## config.mk

```make
export PLATFORM = sky130hd
export DESIGN_NAME = fetch_prefetch_queue
export DESIGN_NICKNAME = d
export VERILOG_FILES = /design/src/rtl/fetch_prefetch_queue.sv
export SDC_FILE = /design/constraint.sdc
export NUM_CORES = 1
export LEC_CHECK = 0
export CAP_MARGIN = 10
export CORE_MARGIN = 3
export CORE_UTILIZATION = 30
export CTS_CLUSTER_SIZE = 40
export DETAILED_ROUTE_END_ITERATION = 12
export PLACE_DENSITY_LB_ADDON = 0.3
export SETUP_SLACK_MARGIN = 0.05
export SLEW_MARGIN = 20
export SYNTH_ARGS = -nofsm -noshare
export SYNTH_HDL_FRONTEND = slang
export SYNTH_SLANG_ARGS = --single-unit
```

## constraint.sdc

```tcl
create_clock -name clk -period 5.3 [get_ports clk]
set_clock_uncertainty 0.05 [all_clocks]
set_input_delay 1.325 -clock clk [delete_from_list [all_inputs] [get_ports clk]]
set_output_delay 1.325 -clock clk [all_outputs]
set_load 0.005 [all_outputs]
```

## src/rtl/fetch_prefetch_queue.sv

```systemverilog
// Instruction fetch front end: issues sequential word fetches, buffers in-order
// responses and feeds the Decode register, with stall and redirect handling.
module fetch_prefetch_queue #(
    parameter int          DEPTH     = 4,
    parameter logic [31:0] RESET_PC  = 32'h0000_0000,
    parameter logic [31:0] NOP_INSTR = 32'h0000_0013
) (
    input  logic        clk,
    input  logic        rst,
    output logic        imem_req_valid,
    input  logic        imem_req_ready,
    output logic [31:0] imem_req_addr,
    input  logic        imem_rsp_valid,
    input  logic [31:0] imem_rsp_data,
    input  logic        stall_d,
    input  logic        redirect_valid,
    input  logic [31:0] redirect_pc,
    output logic [31:0] InstrD,
    output logic [31:0] PCD,
    output logic [31:0] PCPlus4D,
    output logic        ValidD
);
    localparam int PW = $clog2(DEPTH);
    localparam int CW = $clog2(DEPTH + 1);
    localparam logic [CW:0] DEPTH_W = (CW + 1)'(DEPTH);

    logic [31:0]   fetch_pc_reg;
    logic [CW-1:0] count_reg;
    logic [CW-1:0] outstanding_reg;
    logic [CW-1:0] drop_cnt_reg;
    logic [PW-1:0] rd_ptr_reg;
    logic [PW-1:0] wr_ptr_reg;
    logic [PW-1:0] rpc_rd_reg;
    logic [PW-1:0] rpc_wr_reg;

    logic [31:0] q_pc    [DEPTH];
    logic [31:0] q_instr [DEPTH];
    logic [31:0] rpc     [DEPTH];

    logic [CW:0]   credit;
    logic          accept;
    logic          push;
    logic          pop;
    logic [CW-1:0] outstanding_next;
    logic [1:0]    unused_redirect_lsb;

    assign unused_redirect_lsb = redirect_pc[1:0];

    // Credit counts both buffered and in-flight slots, so every response has room.
    assign credit           = {1'b0, count_reg} + {1'b0, outstanding_reg};
    assign imem_req_valid   = !rst && !redirect_valid && (credit < DEPTH_W);
    assign imem_req_addr    = fetch_pc_reg;
    assign accept           = imem_req_valid && imem_req_ready;
    assign push             = imem_rsp_valid && !redirect_valid && (drop_cnt_reg == '0);
    assign pop              = !redirect_valid && !stall_d && (count_reg != '0);
    assign outstanding_next = outstanding_reg + CW'(accept) - CW'(imem_rsp_valid);

    always_ff @(posedge clk) begin
        if (push) begin
            q_pc[wr_ptr_reg]    <= rpc[rpc_rd_reg];
            q_instr[wr_ptr_reg] <= imem_rsp_data;
        end
        if (accept) begin
            rpc[rpc_wr_reg] <= fetch_pc_reg;
        end
    end

    always_ff @(posedge clk) begin
        if (rst) begin
            fetch_pc_reg    <= RESET_PC;
            count_reg       <= '0;
            outstanding_reg <= '0;
            drop_cnt_reg    <= '0;
            rd_ptr_reg      <= '0;
            wr_ptr_reg      <= '0;
            rpc_rd_reg      <= '0;
            rpc_wr_reg      <= '0;
            InstrD          <= NOP_INSTR;
            PCD             <= 32'h0;
            PCPlus4D        <= 32'h0;
            ValidD          <= 1'b0;
        end else begin
            outstanding_reg <= outstanding_next;
            if (accept) begin
                fetch_pc_reg <= fetch_pc_reg + 32'd4;
                rpc_wr_reg   <= rpc_wr_reg + PW'(1);
            end
            // Every response retires one response-pc entry, kept or dropped.
            if (imem_rsp_valid) begin
                rpc_rd_reg <= rpc_rd_reg + PW'(1);
            end
            if (redirect_valid) begin
                fetch_pc_reg <= {redirect_pc[31:2], 2'b00};
                drop_cnt_reg <= outstanding_next;
                count_reg    <= '0;
                rd_ptr_reg   <= '0;
                wr_ptr_reg   <= '0;
                InstrD       <= NOP_INSTR;
                ValidD       <= 1'b0;
            end else begin
                if (imem_rsp_valid && (drop_cnt_reg != '0)) begin
                    drop_cnt_reg <= drop_cnt_reg - CW'(1);
                end
                if (push) begin
                    wr_ptr_reg <= wr_ptr_reg + PW'(1);
                end
                if (pop) begin
                    rd_ptr_reg <= rd_ptr_reg + PW'(1);
                end
                count_reg <= count_reg + CW'(push) - CW'(pop);
                if (!stall_d) begin
                    if (count_reg != '0) begin
                        InstrD   <= q_instr[rd_ptr_reg];
                        PCD      <= q_pc[rd_ptr_reg];
                        PCPlus4D <= q_pc[rd_ptr_reg] + 32'd4;
                        ValidD   <= 1'b1;
                    end else begin
                        InstrD <= NOP_INSTR;
                        ValidD <= 1'b0;
                    end
                end
            end
        end
    end
endmodule

```

-- Word-level counts from Yosys, hierarchy flattened
Memory sizes are Yosys's and may differ from the RTL's. A register that Yosys moved wholly into a read port is not among the register bits.
Cells that the tools add are included.
Widths: inputs -> output; s select.
- flip-flop bits (word level): 146
- bits in writable memories: 384
- input bits: 70
- logic and storage cells: 65
- memories: 3
- memory list (memory ; words ; width ; rd ports ; clocked after Yosys merged registers in ; write ports ; line ; RTL):
    q_instr ; 4 ; 32 ; 1 ; 1 ; 1 ; 37 ; logic [31:0] q_instr [DEPTH];
    q_pc ; 4 ; 32 ; 1 ; 1 ; 1 ; 36 ; logic [31:0] q_pc [DEPTH];
    rpc ; 4 ; 32 ; 1 ; 1 ; 1 ; 38 ; logic [31:0] rpc [DEPTH];
- add/sub/neg operators: 12
- magnitude comparators: 1
- multiplexer cells: 16
- bitwise logic cells: 2
- reduce and logical (&&, ||, !) cells: 18
- operator list (cell ; count):
    $mux 32 ; 3
    $add 32x3->32 const B ; 2
    $mux 2 ; 6
    $add 2x1->2 const B ; 4
    $logic_and 1x1->1 ; 8
    $add 3x1->3 ; 2
    $mux 3 ; 2
    $reduce_bool 3->1 ; 2
    $sub 3x1->3 ; 2
    $mux 1 ; 5
    $add 3x3->4 ; 1
    $lt 4x3->1 const B ; 1
    $reduce_bool 2->1 ; 2
    $logic_not 1->1 ; 3
    $logic_not 3->1 ; 1
    $reduce_and 3->1 ; 1
    $sub 3x1->3 const B ; 1
    $not 1->1 ; 2
    $reduce_or 2->1 ; 1

-- Longest topological paths before layout
Gate-level depths: netlist (run 1).
- depth in word-level cells: 7
- mapped depth: 14
- gate-level depth less buffers: 13

-- Worst setup path before layout (run 1)
OpenSTA, ideal clock, no wires.
- kind: input -> register
- from: input imem_req_ready
- to: register drop_cnt_reg[2]
- arrival time: 4036 ps
- required time: 5164 ps
- setup slack: 1128 ps
- stages on the path: 13
- cell sequence: or4b_2 -> nor2_2 -> inv_1 -> clkbuf_1 -> clkbuf_1 -> ha_1 -> inv_1 -> ha_1 -> inv_1 -> fa_1 -> xor2_1 -> xnor2_1 -> a211oi_1
- word-level cells in the longest chain between the ends: 4
- ends and longest elaborated chain (element ; line ; RTL):
    start, declared ; 11 ; input logic imem_req_ready,
    $logic_and 1x1->1 ; 53 ; assign accept = imem_req_valid && imem_req_ready;
    $add 3x1->3 ; 56 ; assign outstanding_next = outstanding_reg + CW'(accept) - CW'(imem_rsp_valid);
    $sub 3x1->3 ; 56 ;
    $mux 3 ; 92 ; if (redirect_valid) begin
    end signal, assigned ; 94 ; drop_cnt_reg <= outstanding_next;
    end signal, assigned ; 102 ; drop_cnt_reg <= drop_cnt_reg - CW'(1);
    end, declared ; 30 ; logic [CW-1:0] drop_cnt_reg;
No other way between the ends.
A chain may end at the register's enable or synchronous reset.

-- Worst setup path in the final report (run 1)
- from: input rst
- to: output imem_req_valid
- word-level cells in the longest chain between the ends: 3
- ends and longest elaborated chain (element ; line ; RTL):
    start, declared ; 9 ; input logic rst,
    $logic_not 1->1 ; 51 ; assign imem_req_valid = !rst && !redirect_valid && (credit < DEPTH_W);
    $logic_and 1x1->1 (2 in a row) ; 51 ;
    end, declared ; 10 ; output logic imem_req_valid,
No other way between the ends.

==> flow_summary.json, run 1 <==
{
  "drc": 0,
  "cts_root_buffer": "clkbuf_16",
  "rsz0062_at_grt": "false",
  "wl_um": 48300,
  "vias": 11800,
  "synth_compound_area_frac": 0.0589,
  "synth.avg_cell_area_um2": 15.5,
  "power_density_nw_per_um2": 365,
  "portBuffers": 191,
  "setup_viol": 0,
  "hold_ws_ps": 403,
  "gp_congestion": 0.767,
  "coreArea_um2": 66000,
  "drt_first_iter_violations": 754,
  "numClockSinks": 512,
  "synth-async-reset-ratio": 0,
  "period_needed_ps": 4270,
  "worstHoldPathType": "register to register",
  "synth_area_leader_cell": "edfxtp_1",
  "cpPeakStageDelay_ps": 610,
  "netlist_instances": 1293,
  "seq_area_frac_synth": 0.696,
  "top_regs": "q_instr: 128 flops, q_pc: 120 flops, rpc: 120 flops",
  "n_fill_cell": 6156,
  "nets": 1572,
  "ys_top_cells_by_area": "edfxtp_1 (55%), dfxtp_1 (14%), mux4_2 (8.0%)",
  "synth_xor_area_frac": 0.0109,
  "crit_fanout": 4,
  "grt_max_degree": 71,
  "largest_reg_flops": 128,
  "yosysWarnings": 0,
  "synthTopCellsByCount": "edfxtp_1 (368), dfxtp_1 (144), nand2_1 (116)",
  "clk_pin_slew_worst_paths_ps": 60,
  "critical-path-slowest-cell": "clkdlybuf4s50_1",
  "cts_buffer_depth": 3,
  "grt_antenna_before_repair": 3,
  "drt_pass1_iterations": 5,
  "areaGrowthSynthToFinish_pct": 23.4,
  "die_h_um": 264,
  "post-route-util": 0.374,
  "placed_area_um2": 22800,
  "synthAdderAreaFrac": 0.0132,
  "drv_cap": 0,
  "muxShareOfSynthArea": 0.110,
  "yosys.area_share.simple": 0.0876,
  "syn_area_um2": 20000,
  "postRouteAntennaNets": 0,
  "ir_drop_mv": 0.214,
  "timing.critical_path.cells": "buf_4 > a311o_1 > nor4_1 > clkdlybuf4s50_1",
  "yosysMostFrequentCell": "edfxtp_1",
  "grt_first_pass_wirelength_um": 73700,
  "slew_headroom": 0.316,
  "die-area_um2": 69900,
  "hold_violations": 0,
  "drv_slew": 0,
  "synthDistinctLibCells": 62,
  "gr-total-overflow": 0,
  "synthFlopType": "edfxtp_1",
  "post-cts-setup-buffers": 0,
  "cts_hold_buf": 0,
  "worst_ep_arrival_time_ps": 2900,
  "vias_per_cell": 4.94,
  "synth_edf_count": 368,
  "timing_worst_slew_pin_value_ps": 1030,
  "cts_tree": "done",
  "worst_ep_required_time_ps": 3920,
  "grt_pass1_vias": 12000,
  "row_count": 94,
  "critPathKind": "primary input to output pin",
  "p_leak_uw": 0.00782,
  "synth_top_area_share": 0.552,
  "fmax_mhz": 234,
  "htree_levels": 2,
  "regMostFlops": "q_instr",
  "outcome": "complete, no violations",
  "synth_top_family_by_area": "multiplexers",
  "startpoint_type": "primary input",
  "cts_resized": 0,
  "min_period_over_period": 0.806,
  "place_hpwl_um": 29500,
  "synth_seq_cells": 512,
  "wl_per_cell_um": 20.2,
  "final_cell_area_um2": 24700,
  "clock_latency_ps": 600,
  "die_w_um": 264,
  "io_pins": 200,
  "drive_above_1_share": 0.138,
  "numCtsBuffers": 54,
  "grt_use_total": 0.136,
  "final.setup.tns_ps": 0,
  "initial_core_util": 0.303,
  "cp-end-kind": "output pin"
}
[where the power goes]
part	internal (µW)	switching [µW]	total (µW)	leakage [µW]
Combinational	267	342	609	0.00239
Sequential	4440	86.3	4530	0.00452
Clock	2300	1570	3870	0.000918
Total	7010	2000	9010	0.00782
[cell type report]
cell class / instances / area (µm²) / share of cell area
Sequential cell: 512 / 13900 / 0.564
Timing Repair Buffer: 210 / 2100 / 0.0849
Multi-Input combinational cell: 685 / 5660 / 0.229
Tap cell: 864 / 1080 / 0.0438
Clock inverter: 23 / 248 / 0.0100
Inverter: 19 / 71.3 / 0.00289
Clock buffer: 78 / 1600 / 0.0648
Antenna cell: 2 / 5.00 / 0.000203
[placed cells by master (no fill, tap or decap), drive strengths merged, types with 3 or more instances in the layout]
| master | netlist | final |
|---|---|---|
| or4 | 5 | 5 |
| a211oi | 14 | 14 |
| clkdlybuf4s50 | 0 | 189 |
| nor4b | 3 | 3 |
| o21ai | 21 | 21 |
| a21oi | 51 | 51 |
| nor3 | 21 | 21 |
| xor2 | 11 | 11 |
| edfxtp | 368 | 368 |
| dfxtp | 144 | 144 |
| nor2 | 92 | 92 |
| nand3b | 4 | 4 |
| mux2i | 4 | 4 |
| conb | 1 | 6 |
| mux4 | 92 | 92 |
| inv | 18 | 22 |
| ha | 18 | 18 |
| o31ai | 3 | 3 |
| xnor2 | 14 | 14 |
| and2 | 7 | 7 |
| and4 | 10 | 10 |
| a311oi | 13 | 13 |
| a311o | 5 | 5 |
| nand2 | 117 | 117 |
| buf | 29 | 21 |
| and3 | 20 | 20 |
| nor4 | 10 | 10 |
| o211ai | 5 | 5 |
| clkinv | 1 | 15 |
| or2 | 5 | 5 |
| a22oi | 32 | 32 |
| a211o | 3 | 3 |
| clkbuf | 53 | 78 |
| or3 | 9 | 9 |
| bufinv | 0 | 4 |
| nand4 | 23 | 23 |
| nand3 | 24 | 24 |
| o22ai | 3 | 3 |
| a31oi | 19 | 19 |
[final timing paths]
| check | startpoint | end | slack (ps) | cells past startpoint |
|---|---|---|---|---|
| max reg2reg | register | PCPlus4D[29] | 2100 | 6 |
| max | rst | imem_req_valid | 1030 | 4 |
| min | PCD[25] | PCD[25] | 400 | 2 |
| min reg2reg | PCD[25] | PCD[25] | 400 | 2 |
[stage by stage]
| step | power [µW] | std cells | worst slack, ps |
|---|---|---|---|
| after floorplan | 4940 | 1298 | 1130 |
| after global placement | 5210 | 2290 | 1040 |
| after detailed placement | 5230 | 2290 | 1020 |
| after CTS | 9130 | 2391 | 1070 |
| after global routing | 9360 | 2392 | 1030 |
| final | 9010 | 2393 | 1030 |
[logic make-up (layout without fill, tap and decap cells)]
family	Yosys count	after routing
other	1	8
xor gates and xnor gates	25	25
muxes	97	97
buffers and inverters	101	330
DFF	512	512
AOI/OAI and AO/OA	178	178
adders and majority gates	20	20
and+or+nand+nor	359	359
[per-layer routing]
metal | track usage | vias to the layer above | share of wire | wire (µm)
met2 | 0.221 | 335 | 0.47 | 22800
met5 | 0 | - | 0.00023 | 11
li1 | - | 5436 | - | -
met1 | 0.185 | 5976 | 0.44 | 21400
met4 | 0.0387 | 2 | 0.020 | 986
met3 | 0.0308 | 71 | 0.065 | 3120
[critical path, delay by kind of cell]
family | cells | cell delay, ps
buffers and inverters | 2 | 760
AOI/OAI and AO/OA | 1 | 370
and+or+nand+nor | 1 | 440
Note: power is estimated with default switching activity, not from simulation.
==> run 2: changes to the inputs <==
- clock period: 5.3 -> 3.5 ns (I/O delays scaled with it)
==> run 2 against run 1 <==
Compared with the run above:
- wire length down 1.7%
- sequential cell count unchanged
- highest routed layer is now met4
- combinational power increased by 57%
==> flow_summary.json, run 2 (synthesis results as in run 1) <==
{
  "outcome": "complete, no violations",
  "drt_pass1_iterations": 5,
  "worstHoldPathType": "register to register",
  "grt_pass1_vias": 11900,
  "timing_worst_slew_pin_value_ps": 815,
  "gp_congestion": 0.767,
  "hold_violations": 0,
  "power_density_nw_per_um2": 539,
  "cpPeakStageDelay_ps": 490,
  "stdcell_count": 2415,
  "grt_use_total": 0.134,
  "mostFrequentLayoutCells": "edfxtp_1 (368), clkdlybuf4s50_1 (189), dfxtp_1 (138)",
  "cts_buffer_depth": 3,
  "p_int_uw": 10400,
  "hold_path_depth": 2,
  "drc": 0,
  "period_needed_ps": 3360,
  "pre_cts_slack_ps": -93.1,
  "placedCellCount": 2313,
  "path_delay_family": "buffers and inverters",
  "p_leak_uw": 0.00791,
  "path_depth": 5,
  "grt_first_pass_wirelength_um": 73200,
  "wl_um": 47400,
  "hold_ws_ps": 405,
  "cp-end-kind": "output pin",
  "portBuffers": 191,
  "cp_num_buf_inv": 2,
  "worst_slack_ps": 137,
  "min_period_over_period": 0.961,
  "antenna_cells": 0,
  "drt_first_iter_violations": 750,
  "die_w_um": 264,
  "layout_commonest_cell": "edfxtp_1",
  "initial_core_util": 0.303,
  "timing.critical_path.cells": "ha_1 > a311o_1 > nor4_2 > buf_4 > clkdlybuf4s50_1",
  "grt_antenna_before_repair": 1,
  "vias_per_cell": 4.91,
  "die-area_um2": 69900,
  "drive_above_1_share": 0.144,
  "p_sw_uw": 3000,
  "regMostFlops": "q_instr",
  "vias": 11900,
  "dr_wl_met2_um": 22600,
  "seqPwrFrac": 0.510,
  "n_fill_cell": 6155,
  "post-route-util": 0.378,
  "gr-total-overflow": 0,
  "clock_latency_ps": 590,
  "final_cell_area_um2": 24900,
  "nets": 1596,
  "wl_per_cell_um": 19.6,
  "crit_fanout": 4,
  "pwr-share-comb": 0.071,
  "critical-path-slowest-cell": "clkdlybuf4s50_1",
  "drv_slew": 0,
  "place_hpwl_um": 30200,
  "areaGrowthSynthToFinish_pct": 24.5,
  "largest_reg_flops": 128,
  "startpoint_type": "register",
  "worst_ep_required_time_ps": 2570,
  "drt-met1-wl_um": 21400,
  "critPathKind": "register to output pin",
  "clk_pin_slew_worst_paths_ps": 60,
  "slew_headroom": 0.457,
  "numClockSinks": 512,
  "route.met3.wl_um": 2540,
  "p_sw_frac": 0.223,
  "die_h_um": 264,
  "io_pins": 200,
  "power_frac_clock": 0.419,
  "setup_viol": 0,
  "postRouteAntennaNets": 0,
  "cts_hold_buf": 0,
  "top_regs": "q_instr: 128 flops, q_pc: 120 flops, rpc: 120 flops",
  "cts_tree": "done",
  "row_count": 94,
  "drv_cap": 0,
  "cts_root_buffer": "clkbuf_16",
  "r2r_cells": 12,
  "numCtsBuffers": 55,
  "htree_levels": 2,
  "coreArea_um2": 66000,
  "ir_drop_mv": 0.367,
  "fmax_mhz": 297,
  "post-cts-setup-buffers": 0,
  "worst_ep_arrival_time_ps": 2440,
  "rsz0062_at_grt": "false",
  "grt_max_degree": 71,
  "dr.max_layer_used": "met4",
  "placed_area_um2": 23100
}
==> run 2: cell count changes in the layout (fill, tap and decap cells not counted), moves of 4 or more <==
cell / previous run / this run
clkbuf_8: 7 / 2
buf_4: 16 / 29
clkinv_1: 0 / 6
and3_2: 4 / 0
and3_1: 16 / 20
clkbuf_1: 12 / 17
buf_12: 4 / 14
==> run 2: cell type report <==
cell class,instances,area (µm²),area share
timing repair buffer,233,2390,0.0961
inverter,19,71.3,0.00286
multi-input combinational,685,5670,0.227
clock inverter,27,267,0.0107
clock buffer,75,1490,0.0599
sequential,512,13900,0.560
tap,864,1080,0.0434
==> run 2: worst paths after layout <==
check                     from              end  slack [ps]
hold reg to reg        PCD[14]          PCD[14]         400
hold / removal         PCD[14]          PCD[14]         400
setup reg to reg  count_reg[2]  drop_cnt_reg[2]         510
setup / recovery  count_reg[1]   imem_req_valid         140
==> run 2: power groups by stage <==
| stage | clock network (µW) | registers [µW] | logic (µW) |
|---|---|---|---|
| final | 5630 | 6860 | 956 |
| after global routing | 6010 | 6880 | 1050 |
| after CTS | 5790 | 6860 | 967 |
| after detailed placement | 0 | 6990 | 963 |
| after global placement | 0 | 6980 | 943 |
| after floorplan | 0 | 6930 | 556 |
==> run 2: worst register-to-register path, delay by kind of cell, from the launching register on <==
family	cells	cell delay [ps]
AO/OA/AOI/OAI	1	240
XOR/XNOR	2	300
adder cells (fa/ha/maj)	4	1050
buffers and inverters	3	130
flip-flops	1	460
AND/OR/NAND/NOR	2	690
==> run 2: per-stage QoR <==
| stage | TNS (ps) | power, µW |
|---|---|---|
| after global placement | -103 | 7920 |
| after CTS | 0 | 13600 |
| after floorplan | 0 | 7490 |
| final | 0 | 13400 |
| after global routing | 0 | 13900 |
| after detailed placement | -102 | 7950 |
==> run 2: repair_timing <==
| item | 4_1_cts | 5_1_grt |
|---|---|---|
| resized for setup | 2 | 1 |
| hold endpoints to repair | 0 | 0 |
| setup endpoints to repair | 1 | 1 |
==> run 2: layer usage <==
| metal | GRT usage | up-vias |
|---|---|---|
| met3 | 0.0259 | 63 |
| met4 | 0.0343 | 0 |
| li1 | - | 5476 |
| met5 | 0 | - |
| met1 | 0.188 | 5998 |
| met2 | 0.216 | 313 |
==> run 3: changes to the inputs <==
- SETUP_SLACK_MARGIN: 0.05 -> 0.3
==> run 3 against run 2 <==
Compared with the run above:
- sequential power about the same
- sequential cell count unchanged
- global-route usage about the same
- total power shrank 1.5%
- maximum frequency is 8.4% higher
- final cell count about the same
- clock-buffer cell count grew 3
- via count shrank 0.24%
- critical path type unchanged
==> flow_summary.json, run 3 (synthesis results as in run 1) <==
{
  "timing_worst_slew_pin_value_ps": 976,
  "r2r_slack_ps": 560,
  "die_h_um": 264,
  "rsz0062_at_grt": "false",
  "row_count": 94,
  "place_hpwl_um": 29600,
  "initial_core_util": 0.303,
  "cts_root_buffer": "clkbuf_16",
  "fmax_mhz": 322,
  "gr-total-overflow": 0,
  "coreArea_um2": 66000,
  "io_pins": 200,
  "regMostFlops": "q_instr",
  "numClockSinks": 512,
  "worstHoldPathType": "register to register",
  "numCtsBuffers": 53,
  "grt_max_degree": 73,
  "final_cell_area_um2": 24900,
  "die-area_um2": 69900,
  "p_total_uw": 13200,
  "portBuffers": 191,
  "startpoint_type": "register",
  "power_frac_clock": 0.410,
  "worst_ep_arrival_time_ps": 2180,
  "vias_per_cell": 4.90,
  "pwr-share-comb": 0.072,
  "min_period_over_period": 0.886,
  "p_sw_frac": 0.221,
  "p_sw_uw": 2930,
  "drive_above_1_share": 0.148,
  "critPathKind": "register to output pin",
  "grt_antenna_before_repair": 0,
  "largest_reg_flops": 128,
  "p_leak_uw": 0.00787,
  "drc": 0,
  "wl_per_cell_um": 19.5,
  "setup_viol": 0,
  "top_regs": "q_instr: 128 flops, q_pc: 120 flops, rpc: 120 flops",
  "mostFrequentLayoutCells": "edfxtp_1 (368), clkdlybuf4s50_1 (188), dfxtp_1 (138)",
  "seqPwrFrac": 0.517,
  "die_w_um": 264,
  "slew_headroom": 0.349,
  "wl_um": 47000,
  "cts_buffer_depth": 3,
  "ir_drop_mv": 0.353,
  "vias": 11800,
  "antenna_cells": 0,
  "postRouteAntennaNets": 0,
  "drv_slew": 0,
  "placed_area_um2": 23200,
  "clk_pin_slew_worst_paths_ps": 60,
  "nets": 1596,
  "clock_latency_ps": 580,
  "drt_pass1_iterations": 6,
  "cts_tree": "done",
  "grt_use_total": 0.134,
  "power_density_nw_per_um2": 532,
  "crit_fanout": 4,
  "hold_violations": 0,
  "drv_cap": 0,
  "grt_first_pass_wirelength_um": 72300,
  "outcome": "complete, no violations",
  "p_int_uw": 10300,
  "cp-end-kind": "output pin",
  "gp_congestion": 0.744,
  "period_needed_ps": 3100,
  "grt_pass1_vias": 11900,
  "layout_commonest_cell": "edfxtp_1",
  "worst_ep_required_time_ps": 2570,
  "drt_first_iter_violations": 752,
  "areaGrowthSynthToFinish_pct": 24.2,
  "htree_levels": 2
}
## run 3: cell count changes in the layout (fill, tap and decap cells not counted), moves of 2 or more
cell / change
inv_2: +2
buf_12: -2
ha_1: -2
clkinv_1: -4
clkbuf_1: +3
clkbuf_16: -2
ha_4: +2
inv_1: -2
clkbuf_8: +2
buf_4: +3
## run 3: final timing paths
check        cells past startpoint    startpoint              end
max reg2reg                     12  count_reg[2]  drop_cnt_reg[2]
min reg2reg                      2        PCD[9]           PCD[9]
max                              5  count_reg[1]   imem_req_valid
min                              2        PCD[9]           PCD[9]
## run 3: power by group through the flow
stage | sequential (µW) | clock (µW) | combinational (µW)
2_1_floorplan | 6930 | 0 | 566
3_3_place_gp | 6970 | 0 | 949
6_report | 6850 | 5440 | 959
4_1_cts | 6850 | 5600 | 973
3_5_place_dp | 6980 | 0 | 969
5_1_grt | 6870 | 5850 | 1060
## run 3: routing by layer
metal / global-route usage / vias up / wire length (µm)
li1: - / 5483 / -
met1: 0.188 / 5922 / 21500
met2: 0.215 / 346 / 22000
met3: 0.0239 / 70 / 2500
met4: 0.0372 / 0 / 981
met5: 0 / - / 0
## run 3: what timing repair did
item / 4_1_cts / 5_1_grt
pin swaps: 1 / 0
hold buffers: 0 / 0
endpoints found under the setup margin: 1 / 1
hold endpoints to repair: 0 / 0
gates resized for setup: 6 / 3
buffers inserted: 1 / 0
## run 3: layout make-up
type,count,area (µm²)
fillers,6083,41100
flip-flops and latches,512,13900
multi-input cells,685,5700
repair buffers,235,2390
clock buffers,78,1480
well taps,864,1080
clock inverters,21,199
inverters,19,71.3
## run 3: critical path, stage by stage (launching register included)
cell	delay (ps)
dfxtp_4	370
ha_1	310
a311o_1	300
nor4_2	270
buf_4	160
clkdlybuf4s15_2	200
## run 3: stage by stage
stage,setup TNS (ps),std cells,setup slack (ps),utilization,hold WS [ps]
final,0,2414,397,0.377,405
after floorplan,0,1298,187,-,400
after detailed placement,-50.0,2314,-33.3,0.351,398
after global routing,0,2414,316,0.377,424
after global placement,-158,2314,-28.7,0.351,397
after CTS,0,2414,357,0.377,407
